`src/rtl/instr_encoder_loader.sv`:
```
// ---------------------------------------------------------------------------
// instr_encoder_loader
//   Builds 16-bit WISC instruction words from field-level inputs and streams
//   them, one per cycle, into instruction memory starting at address 0.
//   Immediates are range-checked against each opcode's extension rule.
//   Illegal bundles are swallowed and raise a sticky error. Loading stops after
//   HALT is written or once DEPTH words have been written.
//
// Ports
//   clk, rst                  clock, asynchronous active-high reset
//   start                     pulse: clear address/done/full and (re)enter LOAD
//   in_valid / in_ready       field-bundle handshake (accept = valid && ready)
//   op, rs, rt, rd, func, imm instruction fields (imm is two's complement)
//   wr_en, wr_addr, wr_data   instruction-memory write port (1-cycle latency)
//   err, err_addr             sticky illegal-bundle flag and the address
//                             current when the first error occurred
//   done, full                HALT written / DEPTH words written
// ---------------------------------------------------------------------------
module instr_encoder_loader #(
    parameter int ADDR_W = 8,
    parameter int DEPTH  = 256
) (
    input  logic              clk,
    input  logic              rst,
    input  logic              start,
    input  logic              in_valid,
    output logic              in_ready,
    input  logic [4:0]        op,
    input  logic [2:0]        rs,
    input  logic [2:0]        rt,
    input  logic [2:0]        rd,
    input  logic [1:0]        func,
    input  logic [15:0]       imm,
    output logic              wr_en,
    output logic [ADDR_W-1:0] wr_addr,
    output logic [15:0]       wr_data,
    output logic              err,
    output logic [ADDR_W-1:0] err_addr,
    output logic              done,
    output logic              full
);

    typedef enum logic [1:0] {
        ST_IDLE = 2'd0,
        ST_LOAD = 2'd1,
        ST_DONE = 2'd2,
        ST_FULL = 2'd3
    } state_t;

    typedef enum logic [2:0] {
        FMT_Z   = 3'd0,
        FMT_I1  = 3'd1,
        FMT_I2  = 3'd2,
        FMT_R   = 3'd3,
        FMT_J   = 3'd4,
        FMT_BAD = 3'd5
    } fmt_t;

    localparam logic [ADDR_W-1:0] LAST_ADDR = ADDR_W'(DEPTH - 1);
    localparam logic [4:0]        OP_HALT   = 5'b00000;

    // Instruction format for each opcode; mirrors the decoder's opcode map.
    function automatic fmt_t op_format(input logic [4:0] o);
        fmt_t f;
        case (o)
            5'b00000, 5'b00001, 5'b00010, 5'b00011: f = FMT_Z;
            5'b00100, 5'b00110:                     f = FMT_J;
            5'b00101, 5'b00111,
            5'b01100, 5'b01101, 5'b01110, 5'b01111,
            5'b10010, 5'b11000:                     f = FMT_I2;
            5'b01000, 5'b01001, 5'b01010, 5'b01011,
            5'b10000, 5'b10001, 5'b10011,
            5'b10100, 5'b10101, 5'b10110, 5'b10111: f = FMT_I1;
            5'b11001, 5'b11010, 5'b11011,
            5'b11100, 5'b11101, 5'b11110, 5'b11111: f = FMT_R;
            default:                                f = FMT_BAD;
        endcase
        return f;
    endfunction

    // True when imm fits the field of opcode o (zero- or sign-extended).
    function automatic logic imm_in_range(input logic [4:0] o, input logic [15:0] i);
        logic signed [15:0] s;
        logic               ok;
        s = i;
        case (o)
            // zero-extended 5-bit logical immediates
            5'b01010, 5'b01011:
                ok = (i <= 16'd31);
            // shift/rotate amounts only use 4 bits
            5'b10100, 5'b10101, 5'b10110, 5'b10111:
                ok = (i <= 16'd15);
            5'b01000, 5'b01001, 5'b10000, 5'b10001, 5'b10011:
                ok = (s >= -16'sd16) && (s <= 16'sd15);
            // SLBI shifts in an unsigned byte
            5'b10010:
                ok = (i <= 16'd255);
            5'b00101, 5'b00111, 5'b01100, 5'b01101, 5'b01110, 5'b01111, 5'b11000:
                ok = (s >= -16'sd128) && (s <= 16'sd127);
            5'b00100, 5'b00110:
                ok = (s >= -16'sd1024) && (s <= 16'sd1023);
            // R and zero-operand formats carry no immediate
            5'b00000, 5'b00001, 5'b00010, 5'b00011,
            5'b11001, 5'b11010, 5'b11011,
            5'b11100, 5'b11101, 5'b11110, 5'b11111:
                ok = 1'b1;
            default:
                ok = 1'b0;
        endcase
        return ok;
    endfunction

    // Pack the fields into a 16-bit word according to the format.
    function automatic logic [15:0] encode_word(
        input fmt_t        f,
        input logic [4:0]  o,
        input logic [2:0]  a,
        input logic [2:0]  b,
        input logic [2:0]  c,
        input logic [1:0]  fn,
        input logic [15:0] i
    );
        logic [15:0] w;
        case (f)
            FMT_I1:  w = {o, a, c, i[4:0]};
            FMT_I2:  w = {o, a, i[7:0]};
            FMT_R:   w = {o, a, b, c, fn};
            FMT_J:   w = {o, i[10:0]};
            FMT_Z:   w = {o, 11'd0};
            default: w = 16'd0;
        endcase
        return w;
    endfunction

    state_t            state_q,    state_d;
    logic [ADDR_W-1:0] cnt_q,      cnt_d;      // address the next legal bundle uses
    logic              wr_en_q,    wr_en_d;
    logic [ADDR_W-1:0] wr_addr_q,  wr_addr_d;
    logic [15:0]       wr_data_q,  wr_data_d;
    logic              err_q,      err_d;
    logic [ADDR_W-1:0] err_addr_q, err_addr_d;
    logic              done_q,     done_d;
    logic              full_q,     full_d;

    logic              ready_s;
    logic              accept_s;
    logic              legal_s;
    logic              bad_s;
    fmt_t              fmt_s;

    assign ready_s  = (state_q == ST_LOAD) && !start;
    assign in_ready = ready_s;
    assign wr_en    = wr_en_q;
    assign wr_addr  = wr_addr_q;
    assign wr_data  = wr_data_q;
    assign err      = err_q;
    assign err_addr = err_addr_q;
    assign done     = done_q;
    assign full     = full_q;

    // Classify the incoming bundle as a legal write or an illegal one.
    always_comb begin
        fmt_s    = op_format(op);
        accept_s = in_valid && ready_s;
        legal_s  = accept_s && (fmt_s != FMT_BAD) && imm_in_range(op, imm);
        bad_s    = accept_s && !legal_s;
    end

    // Next-state, address counter and output register inputs.
    always_comb begin
        state_d    = state_q;
        cnt_d      = cnt_q;
        wr_en_d    = legal_s;
        // wr_addr shows the write address during a write, else the next address
        wr_addr_d  = start ? {ADDR_W{1'b0}} : cnt_q;
        wr_data_d  = legal_s ? encode_word(fmt_s, op, rs, rt, rd, func, imm) : wr_data_q;
        err_d      = err_q | bad_s;
        err_addr_d = (bad_s && !err_q) ? cnt_q : err_addr_q;
        done_d     = done_q;
        full_d     = full_q;

        if (start) begin
            cnt_d  = {ADDR_W{1'b0}};
            done_d = 1'b0;
            full_d = 1'b0;
        end else if (legal_s) begin
            cnt_d = cnt_q + ADDR_W'(1);
            if (op == OP_HALT) begin
                done_d = 1'b1;
            end else begin
                done_d = done_q;
            end
            if (cnt_q == LAST_ADDR) begin
                full_d = 1'b1;
            end else begin
                full_d = full_q;
            end
        end else begin
            cnt_d = cnt_q;
        end

        // The state leaves LOAD in the accept cycle so that in_ready drops
        // before a following bundle could be taken.
        case (state_q)
            ST_IDLE: begin
                if (start) state_d = ST_LOAD;
                else       state_d = ST_IDLE;
            end
            ST_LOAD: begin
                if (legal_s && (op == OP_HALT))     state_d = ST_DONE;
                else if (legal_s && (cnt_q == LAST_ADDR)) state_d = ST_FULL;
                else                                state_d = ST_LOAD;
            end
            ST_DONE, ST_FULL: begin
                if (start) state_d = ST_LOAD;
                else       state_d = state_q;
            end
            default: state_d = ST_IDLE;
        endcase
    end

    // State and output registers.
    always_ff @(posedge clk or posedge rst) begin
        if (rst) begin
            state_q    <= ST_IDLE;
            cnt_q      <= {ADDR_W{1'b0}};
            wr_en_q    <= 1'b0;
            wr_addr_q  <= {ADDR_W{1'b0}};
            wr_data_q  <= 16'd0;
            err_q      <= 1'b0;
            err_addr_q <= {ADDR_W{1'b0}};
            done_q     <= 1'b0;
            full_q     <= 1'b0;
        end else begin
            state_q    <= state_d;
            cnt_q      <= cnt_d;
            wr_en_q    <= wr_en_d;
            wr_addr_q  <= wr_addr_d;
            wr_data_q  <= wr_data_d;
            err_q      <= err_d;
            err_addr_q <= err_addr_d;
            done_q     <= done_d;
            full_q     <= full_d;
        end
    end

endmodule
```
`config.mk`:
```
export PLATFORM = sky130hd
export DESIGN_NAME = instr_encoder_loader
export DESIGN_NICKNAME = d
export VERILOG_FILES = /design/src/rtl/instr_encoder_loader.sv
export SDC_FILE = /design/constraint.sdc
export NUM_CORES = 1
export LEC_CHECK = 0
export ABC_AREA = 1
export BUFFER_PORTS_ARGS = -buffer_cell sky130_fd_sc_hd__buf_4
export CAP_MARGIN = 20
export CORE_ASPECT_RATIO = 1.1
export CORE_MARGIN = 2
export CORE_UTILIZATION = 45
export DETAILED_ROUTE_END_ITERATION = 8
export HOLD_SLACK_MARGIN = 0.1
export PLACE_DENSITY = 0.72
export SLEW_MARGIN = 25
export SYNTH_ARGS = -nofsm -noshare
export SYNTH_HDL_FRONTEND = slang
export SYNTH_SLANG_ARGS = --single-unit
```
`constraint.sdc`:
```
create_clock -name clk -period 3.65 [get_ports clk]
set_input_delay 0.5475 -clock clk [delete_from_list [all_inputs] [get_ports clk]]
set_output_delay 0.5475 -clock clk [all_outputs]
set_load 0.05 [all_outputs]
```
Word level (Yosys, flattened, before mapping)

Memories as Yosys holds them, arrays and structs flattened.
Cells that the tools add are included.

Bits in registers: 46
ROM bits: 96
Word-level logic and storage cells: 107
Memories kept: 1

Memory list:

| memory          | words | width | read ports | clocked after memory_dff | write ports | RTL line | RTL |
|---|---|---|---|---|---|---|---|
| (no name shown) | 32    | 3     | 1          | 0                        | 0           | 65       | `case (o)` |

$add $sub $neg: 1
$lt $le $gt $ge: 9
Equality and inequality tests: 41
Multiplexer cells: 16
Bitwise operators: 1
Reductions and logical operators: 29

Operator list:

| operator               | count |
|---|---|
| $eq A5 B5 Y1 const B   | 16 |
| $pmux W16 S5           | 1 |
| $eq A5 B4 Y1 const B   | 8 |
| $le A16 B5 Y1 const B  | 2 |
| $le A16 B8 Y1 const B  | 2 |
| $mux W8                | 3 |
| $eq A5 B3 Y1 const B   | 4 |
| $ge A16 B11 Y1 const B | 1 |
| $ge A16 B5 Y1 const B  | 1 |
| $ge A16 B8 Y1 const B  | 1 |
| $le A16 B11 Y1 const B | 1 |
| $le A16 B4 Y1 const B  | 1 |
| $logic_and A1 B1 Y1    | 11 |
| $reduce_or A11 Y1      | 1 |
| $eq A5 B2 Y1 const B   | 2 |
| $add A8 B1 Y8 const B  | 1 |
| $eq A8 B8 Y1 const B   | 1 |
| $mux W1                | 7 |
| $pmux W1 S7            | 1 |
| $reduce_or A7 Y1       | 1 |
| $eq A3 B2 Y1 const B   | 2 |
| $mux W2                | 3 |
| $pmux W2 S3            | 1 |
| $reduce_bool A2 Y1     | 3 |
| 16 further kinds       | 22 |

Depth between registers and ports, before layout

Gate-level depths: netlist of the first run.

Depth in word-level cells: 9
Gate-level depth with buffers: 14
Mapped depth without buffers: 13

Worst setup path before layout of the first run

OpenSTA, ideal clock, no wires.

Kind: input to register
Start point: input port start
End point: register wr_data_q[10] (netlist: wr_data[10])
Data arrival time: 2.667 ns
Required time: 3.526 ns
Path slack: 0.858 ns
Stages on the path: 7
Path buffers: 1
Cells stage by stage: nor3b_1 -> nand2_1 -> a21oi_2 -> nand2_4 -> buf_2 -> nand2_1 -> o21ai_1

Cells in the longest elaborated chain, start to end: 5

RTL lines:

| element                           | RTL line | RTL |
|---|---|---|
| start, declared                   | 25       | `input logic start,` |
| $logic_not A1 Y1                  | 151      | `assign ready_s = (state_q == ST_LOAD) && !start;` |
| $logic_and A1 B1 Y1               | 151      |  |
| $logic_and A1 B1 Y1               | 164      | `accept_s = in_valid && ready_s;` |
| $logic_and A1 B1 Y1 (2 in series) | 165      | `legal_s = accept_s && (fmt_s != FMT_BAD) && imm_in_range(op, imm);` |
| end signal, assigned              | 239      | `wr_data_q <= wr_data_d;` |
| end, declared                     | 139      | `logic [15:0] wr_data_q, wr_data_d;` |

No other way between the ends.
A chain may end at the register's enable or synchronous reset.

Final worst setup path of the first run

Start point: input port op[0]
End point: register err_addr_q[1] (netlist: err_addr[1])

Cells in the longest elaborated chain, start to end: 7

RTL lines:

| element                                            | RTL line | RTL |
|---|---|---|
| start, declared                                    | 28       | `input logic [4:0] op,` |
| $mem_v2 Z32 W3 (tied with other cells)             | -        |  |
| $ne A3 B3 Y1 (tied with other cells)               | 165      |  |
| $logic_and A1 B1 Y1 or $pmux W1 S7 (tied branches) | 165, 86  |  |
| $logic_and A1 B1 Y1 *                              | 165      |  |
| $logic_not A1 Y1 *                                 | 166      | `bad_s = accept_s && !legal_s;` |
| $logic_and A1 B1 Y1 *                              | 166      |  |
| $logic_and A1 B1 Y1 *                              | 178      | `err_addr_d = (bad_s && !err_q) ? cnt_q : err_addr_q;` |
| end signal, assigned                               | 231      | `err_addr_q <= {ADDR_W{1'b0}};` |
| end signal, assigned                               | 241      | `err_addr_q <= err_addr_d;` |
| end, declared                                      | 141      | `logic [ADDR_W-1:0] err_addr_q, err_addr_d;` |

Mark *: on every way between the ends. The rest lies on a longest branch, timed or not.

==> out/metrics.csv, run 1 <==
stage,metric,value,unit
status,status,"complete, no violations",
sta,slew at the pin with the worst max-slew slack,0.775,ns
layout,Post-Route Utilization,61.0,%
placement,placed inst area,2910,sq um
layout,# diodes,0,
synth,adder-cell share of the synthesized area,0.534,%
synth,Gate Count Post-Synth,300,
flow_run,number of max-cap violations,0,
sta,minimum clock period,2.04,ns
sta,Final Hold Viols,0,
global_routing,largest net degree at the start of global routing,47,
sta,crit share post-route,56.0,%
sta,"Slew Viols, Final",0,
synth,Synth Area in Simple Gates,33.7,%
critical_path,crit path max fanout,44,
cts,CTS resizes,0,
worst_hold_path,Hold Crit Class,in2async,
layout,non-filler cells in the finished layout,430,
critical_path,CP startpoint kind,primary input,
global_routing,vias in the first global route,1939,
power,Net Sw Frac,34.2,%
synth,synthesized net count,337,
cts,clk root buf,clkbuf_8,
synth,sequential share of the synthesized area,49.1,%
detailed_routing,drc violations,0,
critical_path,Worst EP arrival,2.24,ns
cts,Hold Buf Count CTS,0,
detailed_routing,"antenna viol nets, final",0,
global_routing,initial antenna violation count,0,
floorplan,Die X-Extent,72.8,um
power,Int Power,966,uW
critical_path,Worst Setup Path Type,in2reg,
synth,post-synthesis xor/xnor area fraction,1.87,%
power,Power Dens Cells,481,nW/um^2
layout,layout cells sized above 1,25.8,%
detailed_routing,First-pass DRT Iterations,4,
critical_path,"Req. time, crit path",3.85,ns
layout,highest-count cells in the layout ignoring fill and taps,"nand2_1 (101), buf_4 (72), dfrtp_1 (46)",
cts,insertion delay to the later sink of the worst-skew pair,0.31,ns
placement,routability cong.,0.791,
detailed_routing,Wirelength per Cell,12.0,um
detailed_routing,via total after detailed routing,2140,
power,power share of the combinational group,29.1,%
synth,Yosys reg bits,46,
global_routing,Total Routing Usage GR,19.1,%
power,clock share of power,30.7,%
cts,clock tree buffer depth,2,
synth,post-synthesis cell type count,32,
sta,Final Skew,0.0125,ns
layout,# nets final,408,
synth,Avg Inst Size Synth,7.81,sq um
power,sequential group share of total power,40.2,%
detailed_routing,Vias/cell,4.98,
placement,Post-DP HPWL,3.88,mm
synth,Mapped Area,2340,sq um
floorplan,die area,5800,sq um
synth,mux share of post-synthesis cell area,0,%
layout,final instance area,3050,sq um
cts,TritonCTS buffer count,5,
cts,CTS tree,built,
floorplan,I/O Pins,73,
layout,Filler cells,482,
power,peak supply drop,0.280,mV
power,NetSw,502,uW
placement,IO buf count,72,
cts,clk slew on worst S/H paths,0.08,ns
sta,Max Fclk,489,MHz
detailed_routing,DRT Wirelength,5.17,mm
floorplan,Initial Util,46.8,%
synth,largest family of logic cells by synthesized area,simple AND/OR/NAND/NOR gates,
sta,Worst slew margin,48.3,%
cts,Num Clock Sinks,46,
sta,Fin Setup TNS,0,ns
cts,H-tree depth,2,
layout,"commonest non-fill, non-tap cell in the layout",nand2_1,
synth,Compound-Gate Fraction of Synth Area,8.28,%
global_routing,global-route wire length before repair,8.61,mm
floorplan,Vert. Die Dim,79.7,um
layout,Layout area overhead,30.3,%
placement,placed insts,422,
cts,Post-CTS Setup Bufs,0,
sta,final hold slack,0.361,ns
detailed_routing,initial DRC count,141,
sta,unrepaired setup endpoints after global routing,false,
synth,Yosys warnings,0,
floorplan,CORE AREA,5000,sq um
sta,final setup vio count,0,
critical_path,Crit. End Element,flip-flop,
power,Leakage Power,1.62,nW
global_routing,grt total ovfl,0,
floorplan,row count,27,
-- cells by family after synthesis --
logic type                 Yosys count
adders and majority gates            1
buffers and inverters               35
and+or+nand+nor                    183
AOI/OAI and AO/OA                   30
DFF                                 46
xor gates and xnor gates             5
-- metal layers --
| metal | vias to the layer above | GRT usage (%) | wire (um) |
|---|---|---|---|
| li1 | 1106 | - | - |
| met1 | 970 | 23.7 | 2190 |
| met2 | 58 | 32.2 | 2620 |
| met3 | 6 | 4.29 | 284 |
| met4 | 0 | 7.04 | 82 |
| met5 | - | 0 | 0 |
-- cells in the mapped netlist --
library cell	instances	area share (%)
clkinv_1	2	0.32
a22o_1	5	1.9
nand2_1	101	16
nand3_2	2	0.85
a21oi_1	3	0.64
a22oi_1	3	0.96
nor4_1	1	0.27
buf_6	1	0.48
o21ai_1	10	2.1
nand2_4	1	0.48
buf_2	3	0.64
buf_4	2	0.64
nand3b_1	3	0.96
a311oi_1	1	0.37
ha_1	1	0.53
nand3_1	25	5.3
or2_2	2	0.53
inv_2	5	0.80
o211ai_2	1	0.53
inv_1	19	3.0
nor2_1	35	5.6
nor3b_1	1	0.32
o21bai_1	1	0.32
inv_4	1	0.27
a21oi_2	1	0.37
dfrtp_1	46	49
nand4_1	9	2.4
nand2_2	1	0.27
clkbuf_1	2	0.32
nor3_1	2	0.43
o21ai_0	5	1.1
xor2_1	5	1.9
-- area by class of cell --
class,count,area [sq um],area share [%]
Clock buffer,5,68.8,2.26
Sequential cell,46,1150,37.7
Inverter,27,105,3.44
Clock inverter,3,68.8,2.26
Timing Repair Buffer,72,541,17.7
Multi-Input combinational cell,219,1040,34.2
Tap cell,58,72.6,2.38
-- registers in the layout (all words and copies together), names as in the netlist --
name	count
err	1
wr_en	1
err_addr	8
done	1
wr_data	16
full	1
state_q	2
wr_addr	8
cnt_q	8
-- power groups by stage --
stage          registers (mW)  logic (mW)  clock network, mW
2_1_floorplan           0.773       0.113                  0
3_3_place_gp            0.600       0.427                  0
3_5_place_dp            0.599       0.431                  0
4_1_cts                 0.590       0.432              0.458
5_1_grt                 0.596       0.458              0.483
6_report                0.590       0.427              0.452
-- worst paths after layout --
kind	start	to	slack [ns]	cells after the start
min in group clk	err_addr[2]	err_addr[2]	0.48	2
min	rst	wr_data[12]	0.36	2
max in group asynchronous	rst	wr_data[0]	2.82	2
max	op[0]	err_addr[1]	1.61	13
max reg2reg	state_q[1]	cnt_q[2]	1.83	7
min reg2reg	err_addr[2]	err_addr[2]	0.48	2
-- per-stage QoR --
step / power [mW] / setup WS, ns
after floorplan: 0.886 / 0.858
after global placement: 1.03 / 1.28
after detailed placement: 1.03 / 1.26
after CTS: 1.48 / 1.58
after global routing: 1.54 / 1.33
final: 1.47 / 1.61
-- critical path, cell delays in order --
cell and delay, ns:
buf_4 0.14, nor2_1 0.14, nand2_1 0.07, nand2_1 0.05, nand2_1 0.05, nand2_2 0.12, nand3_1 0.09, nor2_1 0.11
nand3_2 0.13, nand2_4 0.36, nand3_2 0.25, nand2_1 0.12, nand2_1 0.05
Power figures use the tool's default switching activity.
==> run 2: changes to the inputs <==
--- a/config.mk
+++ b/config.mk
@@ -13,7 +13,7 @@
 export CORE_UTILIZATION = 45
 export DETAILED_ROUTE_END_ITERATION = 8
 export HOLD_SLACK_MARGIN = 0.1
-export PLACE_DENSITY = 0.72
+export PLACE_DENSITY = 0.74
 export SLEW_MARGIN = 25
 export SYNTH_ARGS = -nofsm -noshare
 export SYNTH_HDL_FRONTEND = slang
==> constraint.sdc (replaced) <==
create_clock -name clk -period 1.7 [get_ports clk]
set_input_delay 0.255 -clock clk [delete_from_list [all_inputs] [get_ports clk]]
set_output_delay 0.255 -clock clk [all_outputs]
set_load 0.05 [all_outputs]
==> run 2 against run 1 <==
Hold slack got worse by 0.097 ns; core utilization grew 2.8 points; power grew 97%; design area increased by 4.5%; via count rose by 5.6%; routed wire length grew 4.6%; critical path depth fell by 7; non-clock buffer count rose by 19; clock power up 46%; flip-flop and latch count is the same; die area unchanged; sequential share of layout area shrank 1.6 points; largest power group unchanged; highest routed layer unchanged.
==> out/metrics.csv, run 2 (same netlist as run 1, synthesis figures left out) <==
stage,metric,value,unit
sta,final setup vio count,0,
layout,# diodes,0,
power,clock share of power,22.8,%
critical_path,Worst Setup Path Type,reg2reg,
critical_path,Worst EP arrival,1.71,ns
sta,Final WS setup,0.214,ns
global_routing,global-route wire length before repair,9.37,mm
detailed_routing,Wirelength per Cell,12.0,um
sta,"Slew Viols, Final",0,
sta,Final Hold Viols,0,
power,total power draw,2.90,mW
critical_path,"Critical Path, Cell by Cell",inv_1 -> nor3_1 -> nand3_1 -> xor2_1 -> nand3b_1 -> nand2_1,
critical_path,R2R Path End,cnt_q[7],
placement,IO buf count,72,
power,Int Power,1.86,mW
sta,Worst slew margin,70.5,%
cts,CTS tree,built,
detailed_routing,First-pass DRT Iterations,4,
cts,Num Clock Sinks,46,
critical_path,CP max stage delay,0.44,ns
global_routing,initial antenna violation count,0,
sta,unrepaired setup endpoints after global routing,false,
cts,TritonCTS buffer count,5,
floorplan,row count,27,
critical_path,"Req. time, crit path",1.93,ns
floorplan,die area,5800,sq um
layout,Largest register FFs,16,
cts,clk slew on worst S/H paths,0.08,ns
critical_path,Worst Setup SP,cnt_q[3],
placement,placed insts,440,
status,status,"complete, no violations",
critical_path,"setup slack, reg-to-reg",0.21,ns
critical_path,R2R Path Start,cnt_q[3],
global_routing,largest net degree at the start of global routing,47,
global_routing,Total Routing Usage GR,20.3,%
critical_path,Crit. End Element,flip-flop,
cts,H-tree depth,2,
critical_path,CP startpoint kind,flip-flop,
sta,Max Fclk,673,MHz
layout,# nets final,427,
cts,insertion delay to the later sink of the worst-skew pair,0.29,ns
power,Leakage Power,1.71,nW
power,peak supply drop,0.610,mV
placement,Post-DP HPWL,4.22,mm
detailed_routing,initial DRC count,165,
detailed_routing,"antenna viol nets, final",0,
detailed_routing,DRT Wirelength,5.41,mm
power,Net Sw Frac,36.0,%
detailed_routing,Vias/cell,5.03,
floorplan,CORE AREA,5000,sq um
critical_path,crit path max fanout,5,
floorplan,Vert. Die Dim,79.7,um
cts,clock tree buffer depth,2,
floorplan,I/O Pins,73,
layout,"commonest non-fill, non-tap cell in the layout",nand2_1,
placement,pre-CTS setup slack,-0.0688,ns
power,sequential group share of total power,43.6,%
critical_path,R2R depth,6,
placement,routability cong.,0.825,
sta,final hold slack,0.264,ns
sta,crit share post-route,87.4,%
power,power share of the combinational group,33.6,%
detailed_routing,via total after detailed routing,2259,
layout,Layout area overhead,36.2,%
critical_path,Critical Path End,cnt_q[7],
sta,slew at the pin with the worst max-slew slack,0.442,ns
power,Power Dens Cells,909,nW/um^2
cts,clk root buf,clkbuf_8,
global_routing,grt total ovfl,0,
worst_hold_path,Hold Crit Class,in2reg,
layout,layout cells sized above 1,29.2,%
layout,non-filler cells in the finished layout,449,
critical_path,"Slowest-stage cell, CP",dfrtp_1,
sta,Final Skew,0.00389,ns
cts,Post-CTS Setup Bufs,0,
power,NetSw,1.04,mW
flow_run,number of max-cap violations,0,
layout,highest-count cells in the layout ignoring fill and taps,"nand2_1 (100), buf_4 (88), dfrtp_1 (46)",
sta,minimum clock period,1.49,ns
layout,Post-Route Utilization,63.8,%
floorplan,Initial Util,46.8,%
floorplan,Die X-Extent,72.8,um
detailed_routing,drc violations,0,
global_routing,vias in the first global route,2215,
## run 2: cell types whose count changed in the layout (fill, tap and decap cells not counted), sizes merged
cell         previous run  this run
clkbuf                  5         7
dlygate4sd3             0         1
inv                    24        25
bufinv                  2         0
buf                    72        90
clkinv                  4         3
## run 2: how the worst min path moves through the flow
stage / start / to / cells past startpoint
floorplan: start / wr_addr[0] / 1
global placement: rst / wr_addr[1] / 3
detailed placement: rst / wr_data[12] / 3
CTS: op[1] / wr_data[12] / 3
global route: op[1] / wr_data[12] / 3
finish: rs[1] / wr_data[9] / 3
## run 2: worst max-delay path, delay by kind of cell, from the launching register on
family | cells | cell delay [ns]
and+or+nand+nor | 4 | 0.73
xor gates and xnor gates | 1 | 0.16
buffers and inverters | 1 | 0.09
DFF | 1 | 0.44
## run 2: what timing repair did
action	CTS	global route
gates resized for setup	0	0
hold endpoints to repair	46	0
hold buffers	1	0
## run 2: layer usage
layer / wire length [um] / vias up / global-route usage, %
li1: - / 1145 / -
met3: 252 / 8 / 2.90
met2: 2760 / 70 / 35.8
met5: 0 / - / 0
met4: 81 / 0 / 7.41
met1: 2320 / 1036 / 24.8
## run 2: power by group through the flow
| stage | Combinational (mW) | Clock, mW | Sequential [mW] |
|---|---|---|---|
| after floorplan | 0.247 | 0 | 1.66 |
| after global placement | 0.972 | 0 | 1.28 |
| after detailed placement | 0.980 | 0 | 1.28 |
| after CTS | 0.984 | 0.683 | 1.26 |
| after global routing | 1.04 | 0.736 | 1.28 |
| final | 0.974 | 0.662 | 1.26 |
## run 2: layout make-up
class / instances / area, sq um
Multi-Input combinational cell: 219 / 1060
Clock inverter: 1 / 5.00
Inverter: 27 / 104
Sequential cell: 46 / 1150
Clock buffer: 7 / 86.3
Fill cell: 477 / 1810
Tap cell: 58 / 72.6
Timing Repair Buffer: 91 / 711
## run 2: through the flow
stage	TNS (ns)	area, sq um
2_1_floorplan	-1.44	2370
3_3_place_gp	-0.241	3090
3_5_place_dp	-0.827	3090
4_1_cts	0	3190
5_1_grt	0	3190
6_report	0	3190
==> run 3: changes to the inputs <==
--- a/config.mk
+++ b/config.mk
@@ -5,7 +5,6 @@
 export SDC_FILE = /design/constraint.sdc
 export NUM_CORES = 1
 export LEC_CHECK = 0
-export ABC_AREA = 1
 export BUFFER_PORTS_ARGS = -buffer_cell sky130_fd_sc_hd__buf_4
 export CAP_MARGIN = 20
 export CORE_ASPECT_RATIO = 1.1
==> run 3 against run 2 <==
The run now ends with setup timing left; count of clock-buffer cells in the layout decreased by 2; routed wire length increased by 19%; die area increased by 5.5%; design area increased by 22%; fmax decreased by 21%; cell count decreased by 1.6%; combinational power increased by 15%; area after synthesis increased by 5.8%; clock power increased by 23%; largest cell class is now multi-input combinational cells.
==> out/metrics.csv, run 3 <==
stage,metric,value,unit
cts,H-tree depth,2,
detailed_routing,Vias/cell,5.31,
floorplan,row count,28,
critical_path,CP startpoint kind,primary input,
sta,crit share post-route,111,%
sta,minimum clock period,1.89,ns
layout,"commonest non-fill, non-tap cell in the layout",buf_4,
synth,synthesized net count,282,
global_routing,Total Routing Usage GR,22.5,%
layout,Filler cells,429,
layout,highest-count cells in the layout ignoring fill and taps,"buf_4 (117), dfrtp_1 (46), nor2_1 (21), mux2_4 (21), o21ai_0 (19)",
critical_path,R2R Path Start,state_q[1],
cts,clk root buf,clkbuf_8,
detailed_routing,initial DRC count,113,
cts,Num Clock Sinks,46,
power,NetSw,1.11,mW
synth,Yosys top cell by area,dfrtp_1,
layout,area of the multi-input gates,1430,sq um
power,power share of the combinational group,34.9,%
detailed_routing,drc violations,0,
sta,Worst slew margin,68.9,%
sta,final setup vio count,34,
sta,Final Skew,0.0116,ns
cts,TritonCTS buffer count,5,
critical_path,crit path max fanout,3,
synth,top post-synthesis cells by area,"dfrtp_1 (46%), mux2_2 (8.6%), o21ai_0 (4.0%), a22o_1 (3.9%), nor2_1 (3.3%)",
cts,CTS tree,built,
critical_path,critical path depth in cells,9,
synth,Yosys reg bits,46,
floorplan,Vert. Die Dim,81.8,um
global_routing,largest net degree at the start of global routing,47,
floorplan,Die X-Extent,74.8,um
synth,Yosys warnings,0,
synth,Avg Inst Size Synth,10.1,sq um
placement,pre-CTS setup slack,-0.503,ns
power,Int Power,2.10,mW
global_routing,vias in the first global route,2332,
detailed_routing,First-pass DRT Iterations,4,
sta,Final WS setup,-0.191,ns
cts,insertion delay to the later sink of the worst-skew pair,0.30,ns
sta,slew at the pin with the worst max-slew slack,0.460,ns
critical_path,CP max stage delay,0.32,ns
power,Leakage Power,1.74,nW
critical_path,Buf/Inv on CP,3,
synth,most common cell in the netlist,dfrtp_1,
sta,unrepaired setup endpoints after global routing,true,
power,peak supply drop,0.781,mV
critical_path,"setup slack, reg-to-reg",-0.07,ns
critical_path,Top Family by Delay on Critical Path,compound AO/OA/AOI/OAI gates,
layout,layout cells sized above 1,50.4,%
critical_path,Most Frequent Cell on Critical Path,buf_4,
synth,asr flop ratio synth,100,%
synth,Mapped Area,2480,sq um
floorplan,I/O Pins,73,
floorplan,Initial Util,46.2,%
detailed_routing,DRT Wirelength,6.42,mm
sta,Final Hold Viols,0,
global_routing,initial antenna violation count,0,
synth,number of synthesized flops with an enable pin,0,
critical_path,R2R depth,7,
sta,"Slew Viols, Final",0,
cts,clock tree buffer depth,2,
power,Power Dens Cells,830,nW/um^2
status,violated checks,setup timing,
global_routing,grt total ovfl,0,
critical_path,"Slowest-stage cell, CP",o31ai_4,
synth,sequential share of the synthesized area,46.4,%
sta,Max Fclk,529,MHz
critical_path,Crit. End Element,flip-flop,
critical_path,"Req. time, crit path",1.89,ns
critical_path,Critical Path End,cnt_q[2],
layout,# diodes,0,
synth,Gate Count Post-Synth,245,
layout,Largest register FFs,16,
synth,top cell type's share of synthesized area,46.4,%
synth,Post-synth top cells,"dfrtp_1 (46), nor2_1 (22), o21ai_0 (20), mux2_2 (19), inv_1 (15)",
worst_hold_path,Hold Crit Class,in2reg,
status,status,"complete, but fails checks",
placement,routability cong.,0.815,
detailed_routing,"antenna viol nets, final",0,
critical_path,Worst Setup SP,imm[14],
placement,IO buf count,72,
layout,Post-Route Utilization,72.3,%
synth,"Top FF cell, synth",dfrtp_1,
critical_path,"Critical Path, Cell by Cell",buf_8 -> nor4_4 -> nand4_1 -> a2bb2oi_2 -> buf_4 -> o31ai_4 -> buf_4 -> o2111ai_4 -> mux2_4,
layout,Layout area overhead,56.4,%
flow_run,number of max-cap violations,0,
power,sequential group share of total power,39.7,%
critical_path,Worst Setup Path Type,in2reg,
layout,# nets final,403,
detailed_routing,via total after detailed routing,2348,
power,clock share of power,25.4,%
layout,Sequential Area,1150,sq um
detailed_routing,Wirelength per Cell,14.5,um
critical_path,R2R Path End,cnt_q[1],
critical_path,Worst EP arrival,2.08,ns
global_routing,global-route wire length before repair,10.7,mm
placement,Post-DP HPWL,4.84,mm
floorplan,die area,6120,sq um
synth,post-synthesis cell type count,45,
floorplan,CORE AREA,5360,sq um
power,Net Sw Frac,34.6,%
cts,clk slew on worst S/H paths,0.09,ns
run 3: cell count changes after synthesis, sizes merged, moves of 4 or more:
cell | before | now
nand2 | 103 | 11
nor3 | 2 | 13
or3 | 0 | 10
a22o | 5 | 11
nor2 | 35 | 22
mux2 | 0 | 21
nand3 | 27 | 4
nand4 | 9 | 5
a21oi | 4 | 9
xor2 | 5 | 1
o21ai | 15 | 20
inv | 25 | 15
clkbuf | 2 | 6
a311o | 0 | 8
run 3: cell type report:
cell class / count / share of cell area (%)
Clock buffer: 5 / 1.78
Clock inverter: 3 / 1.13
Inverter: 15 / 1.45
Multi-Input combinational cell: 170 / 36.9
Sequential cell: 46 / 29.7
Tap cell: 75 / 2.42
Timing Repair Buffer: 128 / 26.6
run 3: cells by family (layout without fill, tap and decap cells):
kind of cell	after synthesis	count (layout)	share of synthesized area, %
simple gates	81	81	17.8
compound gates	63	63	18.9
flops	46	46	46.4
buf+inv	29	151	5.20
mux	24	24	10.8
fa+ha+maj	1	1	0.505
xor+xnor	1	1	0.353
run 3: worst min-delay path by stage:
stage                from           to  slack, ns  cells after the start
finish              op[1]  wr_data[12]       0.24                      2
global route        op[1]  wr_data[12]       0.24                      2
CTS                 op[1]  wr_data[12]       0.23                      2
detailed placement    rst  wr_data[15]       0.32                      3
global placement      rst        wr_en       0.32                      3
floorplan           op[0]  wr_data[11]       0.40                      1
run 3: per-layer routing:
layer	global-route usage (%)	vias to the layer above	wire length [um]
li1	-	1148	-
met2	40.9	71	3360
met1	26.7	1117	2680
met5	0	-	0
met3	3.44	12	245
met4	7.68	0	133
run 3: metrics by stage:
step           total power [mW]  cell area [sq um]  cells  setup TNS, ns  hold WS [ns]
2_1_floorplan              2.00               2630    245         -11.97         0.403
3_3_place_gp               2.39               3590    431         -14.68         0.315
3_5_place_dp               2.40               3590    431         -16.51         0.322
4_1_cts                    3.24               3850    443          -2.49         0.228
5_1_grt                    3.35               3880    442          -6.65         0.245
6_report                   3.22               3880    442          -3.22         0.237
run 3: power by group through the flow:
stage / combinational, mW / clock (mW) / sequential [mW]
6_report: 1.12 / 0.817 / 1.28
3_3_place_gp: 1.10 / 0 / 1.30
2_1_floorplan: 0.319 / 0 / 1.68
5_1_grt: 1.18 / 0.873 / 1.29
4_1_cts: 1.13 / 0.839 / 1.28
3_5_place_dp: 1.11 / 0 / 1.29
run 3: repair_timing:
action	4_1_cts	5_1_grt
endpoints found under the hold margin	46	0
hold buffers	1	0
gates cloned	1	0
buffers inserted	2	1
pin swaps	18	8
setup endpoints to repair	36	36
resized for setup	26	9
